`config.mk`:
```
export PLATFORM = sky130hd
export DESIGN_NAME = mode_select_encoder
export DESIGN_NICKNAME = d
export VERILOG_FILES = /design/src/rtl/mode_select_encoder.sv
export SDC_FILE = /design/constraint.sdc
export NUM_CORES = 1
export LEC_CHECK = 0
export ABC_AREA = 1
export CAP_MARGIN = 10
export CORE_AREA = 2 2 89 91
export DETAILED_ROUTE_END_ITERATION = 7
export DIE_AREA = 0 0 91 93
export PLACE_DENSITY = 0.66
export REMOVE_ABC_BUFFERS = 1
export SLEW_MARGIN = 20
export SYNTH_ARGS = -nofsm -noshare
export SYNTH_HDL_FRONTEND = slang
export SYNTH_SLANG_ARGS = --single-unit
```
`constraint.sdc`:
```
create_clock -name clk -period 2 [get_ports clk]
set_input_delay 0.4 -clock clk [delete_from_list [all_inputs] [get_ports clk]]
set_output_delay 0.4 -clock clk [all_outputs]
set_load 0.01 [all_outputs]
```
`src/rtl/mode_select_encoder.sv`:
```
// Debounces three push-buttons and holds a registered one-hot mode request {learn, auto, free}.
// Optional feature MODE_SEL_LOCK_EN adds a `lock` input that discards presses while high.
module mode_select_encoder #(
  parameter int unsigned DEBOUNCE_CYCLES = 1000000,
  parameter logic [2:0]  RESET_MODE      = 3'b001
) (
  input  logic       clk,
  input  logic       rst,
  input  logic       btn_free,
  input  logic       btn_auto,
  input  logic       btn_learn,
`ifdef MODE_SEL_LOCK_EN
  input  logic       lock,
`endif
  output logic [2:0] mode_out,
  output logic       mode_chg,
  output logic [2:0] btn_db
);

  localparam int CNT_W = $clog2(DEBOUNCE_CYCLES + 1);
  localparam logic [CNT_W-1:0] CNT_LAST = CNT_W'(DEBOUNCE_CYCLES - 1);

  logic [2:0]       raw;
  logic [2:0]       sync1_q;
  logic [2:0]       sync2_q;
  logic [CNT_W-1:0] cnt_q [3];
  logic [CNT_W-1:0] cnt_d [3];
  logic [2:0]       db_q;
  logic [2:0]       db_d;
  logic [2:0]       db_dly_q;
  logic [2:0]       press;
  logic [2:0]       press_ok;
  logic [2:0]       mode_q;
  logic [2:0]       mode_d;
  logic             chg_q;
  logic             chg_d;

  assign raw = {btn_learn, btn_auto, btn_free};

  // Counter runs only while the synchronised level disagrees with the debounced one;
  // any agreeing cycle restarts it, so a bounce never accumulates toward a toggle.
  always_comb begin
    for (int i = 0; i < 3; i++) begin
      cnt_d[i] = '0;
      db_d[i]  = db_q[i];
      if (sync2_q[i] != db_q[i]) begin
        if (cnt_q[i] == CNT_LAST) begin
          db_d[i] = ~db_q[i];
        end else begin
          cnt_d[i] = cnt_q[i] + CNT_W'(1);
        end
      end
    end
  end

  assign press = db_q & ~db_dly_q;

`ifdef MODE_SEL_LOCK_EN
  assign press_ok = press & {3{~lock}};
`else
  assign press_ok = press;
`endif

  always_comb begin
    mode_d = mode_q;
    chg_d  = 1'b0;
    if ($onehot(press_ok) && (press_ok != mode_q)) begin
      mode_d = press_ok;
      chg_d  = 1'b1;
    end
  end

  always_ff @(posedge clk) begin
    if (rst) begin
      sync1_q  <= '0;
      sync2_q  <= '0;
      db_q     <= '0;
      db_dly_q <= '0;
      mode_q   <= RESET_MODE;
      chg_q    <= 1'b0;
      for (int i = 0; i < 3; i++) begin
        cnt_q[i] <= '0;
      end
    end else begin
      sync1_q  <= raw;
      sync2_q  <= sync1_q;
      db_q     <= db_d;
      db_dly_q <= db_q;
      mode_q   <= mode_d;
      chg_q    <= chg_d;
      for (int i = 0; i < 3; i++) begin
        cnt_q[i] <= cnt_d[i];
      end
    end
  end

  assign mode_out = mode_q;
  assign mode_chg = chg_q;
  assign btn_db   = db_q;

endmodule

```
==> impl_metrics.yaml <==
sta:
  setup_viol: 0
  setup_slack_ns: 0.296
  slew-limit-headroom: 0.751
  fin_hold_ws_ns: 0.409
  clock_skew_ns: 0.00761
  fin_crit_sh: 0.852
  rsz0062_at_grt: "no"
  fmax_mhz: 587
  final-hold-violation-count: 0
  tightest_slew_ns: 0.372
  min_period_ns: 1.70
  maxSlewViolCount: 0
  setup_tns_ns: 0
worst_setup_path:
  crit_chain: "clkdlybuf4s50_1"
  cp.depth: 1
  rr_endpoint: "cnt_q[0][9]$_SDFF_PP0_"
  arrival_ns: 1.30
  cp_max_fo: 4
  crit_type: "reg2out"
  crit_family: "buffers and inverters"
  startpoint: "btn_db[1]$_SDFFE_PP0P_"
  crit_required_ns: 1.60
  ff2ff_path_depth: 6
  end_kind: "primary output"
  reg2reg_from: "cnt_q[0][0]$_SDFF_PP0_"
  crit_path_max_incr_delay_ns: 0.56
  worst_path_max_delay_cell: "clkdlybuf4s50_1"
  cp_num_buf_inv: 1
  crit_path_start_kind: "flop"
  reg2reg_slack_ns: 0.30
layout:
  area_growth_pct: 10.4
  final_nets: 561
  final_cell_mix: "nor2_1, nand2_1, dfxtp_1, inv_1, nand3_1"
  diodes: 0
  layout_commonest_cell: "nor2_1"
  drive_above_1_share: 0.0610
flow_run:
  drv_cap: 0
clock_network:
  cts_resized: 0
  clk_latency_ns: 0.35
  hold_buffers: 0
  cts_tree: "built"
  post_cts_buffers: 0
  ctsHtreeMaxLevel: 3
  cts.sinks: 76
  path_clk_slew_ns: 0.07
  cts_buffer_depth: 2
  cts_buffers: 9
  cts-root-buf: "clkbuf_8"
power:
  power_mw: 2.60
  total_leakage_power_nw: 1.29
  peakVddDrop_mv: 0.311
  powerDensity_nw_per_um2: 637
placed_design:
  gp_congestion: 0.876
  hpwl_mm: 5.02
  io_buffers: 11
  place_ws_ns: 0.177
synth:
  synth_area_leaders: "dfxtp_1, nor2_1, nand2_1"
  synth_compound_area_frac: 0.0424
  syn_area_um2: 3690
  synth_top_family_by_area: "simple AND/OR/NAND/NOR gates"
  yosysWarnings: 0
  synthMuxAreaShare: 0.00542
  avgSynthCellArea_um2: 6.93
  synth-simple-area-share: 0.385
  async_reset_ff_frac: 0
  synth_edf_count: 0
  synth-xor-area-share: 0.0759
  seq_area_frac_synth: 0.412
  ys_ff_latch: 76
  synth_cell_types: 29
  syn_inst: 533
  synth_flop_cell: "dfxtp_1"
  synth_area_leader_cell: "dfxtp_1"
  synth-adder-area-share: 0.0156
  synth_top_area_frac: 0.412
floorplanning:
  num_rows: 32
  ioPinCount: 12
  coreArea_um2: 7530
  floorplan.initialDensity: 0.491
  die_x_um: 91
  die_area_um2: 8460
  die_h_um: 93
global_route:
  grt_pass1_wl_mm: 12.4
  grt_antenna_before_repair: 0
  track_usage: 0.177
  overflow: 0
  grt_max_degree: 20
  grt_pass1_vias: 2976
route:
  viasPerCell: 4.65
  vias: 3066
  drt_wl_total_mm: 6.76
  avgRoutedWirePerCell_um: 10.3
  ant_nets: 0
  drtIter0Drc: 126
  drc: 0
  firstDrtPassIters: 4
min_path:
  hold_path_end: "sync2_q[2]$_SDFF_PP0_"
  hold_path.class: "reg2reg"
  hold_depth: 2
  hold_path_startpoint: "sync1_q[2]$_SDFF_PP0_"
run_status:
  status: "complete, no violations"
worst max-delay path by stage:
stage,slack [ns],end
floorplan,0.44,mode_out[0]$_SDFFE_PP1P_
detailed placement,0.18,cnt_q[0][43]$_SDFF_PP0_
global route,0.12,cnt_q[0][8]$_SDFF_PP0_
finish,0.30,btn_db[1]
global placement,0.23,cnt_q[0][14]$_SDFF_PP0_
CTS,0.26,btn_db[1]
logic make-up after synthesis:
kind of cell | Yosys count
AOI/OAI and AO/OA | 30
and+or+nand+nor | 332
xor gates and xnor gates | 32
muxes | 2
DFF | 76
buffers and inverters | 57
adders and majority gates | 4
state kept, by name, summed over array words and instances (netlist names):
name,flops
cnt_q,60
btn_db,3
db_dly_q,3
mode_out,3
sync1_q,3
sync2_q,3
mode_chg,1
power breakdown:
group	internal [mW]	switching, mW
Sequential	1.52	0.00411
Combinational	0.0147	0.0233
Clock	0.481	0.556
metal layers:
metal | track usage | up-vias | routed length, um
li1 | - | 1683 | -
met1 | 0.213 | 1354 | 3340
met2 | 0.306 | 23 | 3190
met3 | 0.0475 | 6 | 171
met4 | 0.0644 | 0 | 51
met5 | 0 | - | 0
final cells by class:
cell class	count	area, um2
timing repair buffer	12	118
sequential	76	1520
multi-input combinational	400	1930
clock buffer	10	138
clock inverter	6	38.8
tap	102	128
inverter	53	199
fill	757	3450
cell usage after synthesis, types with 2 or more instances:
cell type    n
a21oi_1     22
buf_6        3
dfxtp_1     76
ha_1         3
inv_1       52
mux2i_1      2
nand2_1    129
nand2_2      3
nand3_1     30
nand3_2      4
nand3b_1     4
nand4_1      4
nor2_1     141
nor2_4       4
nor3_1       3
o21ai_0      6
or2_0        4
or2_2        2
xnor2_1     12
xor2_1      20
per-stage QoR:
step                      cell area, um2   util  cells
final                               4080  0.542    659
after global placement              3900  0.518    643
after floorplan                     3650      -    529
after detailed placement            3900  0.518    643
after global routing                4080  0.542    659
after CTS                           4080  0.542    659
Note: power is estimated with default switching activity, not from simulation.
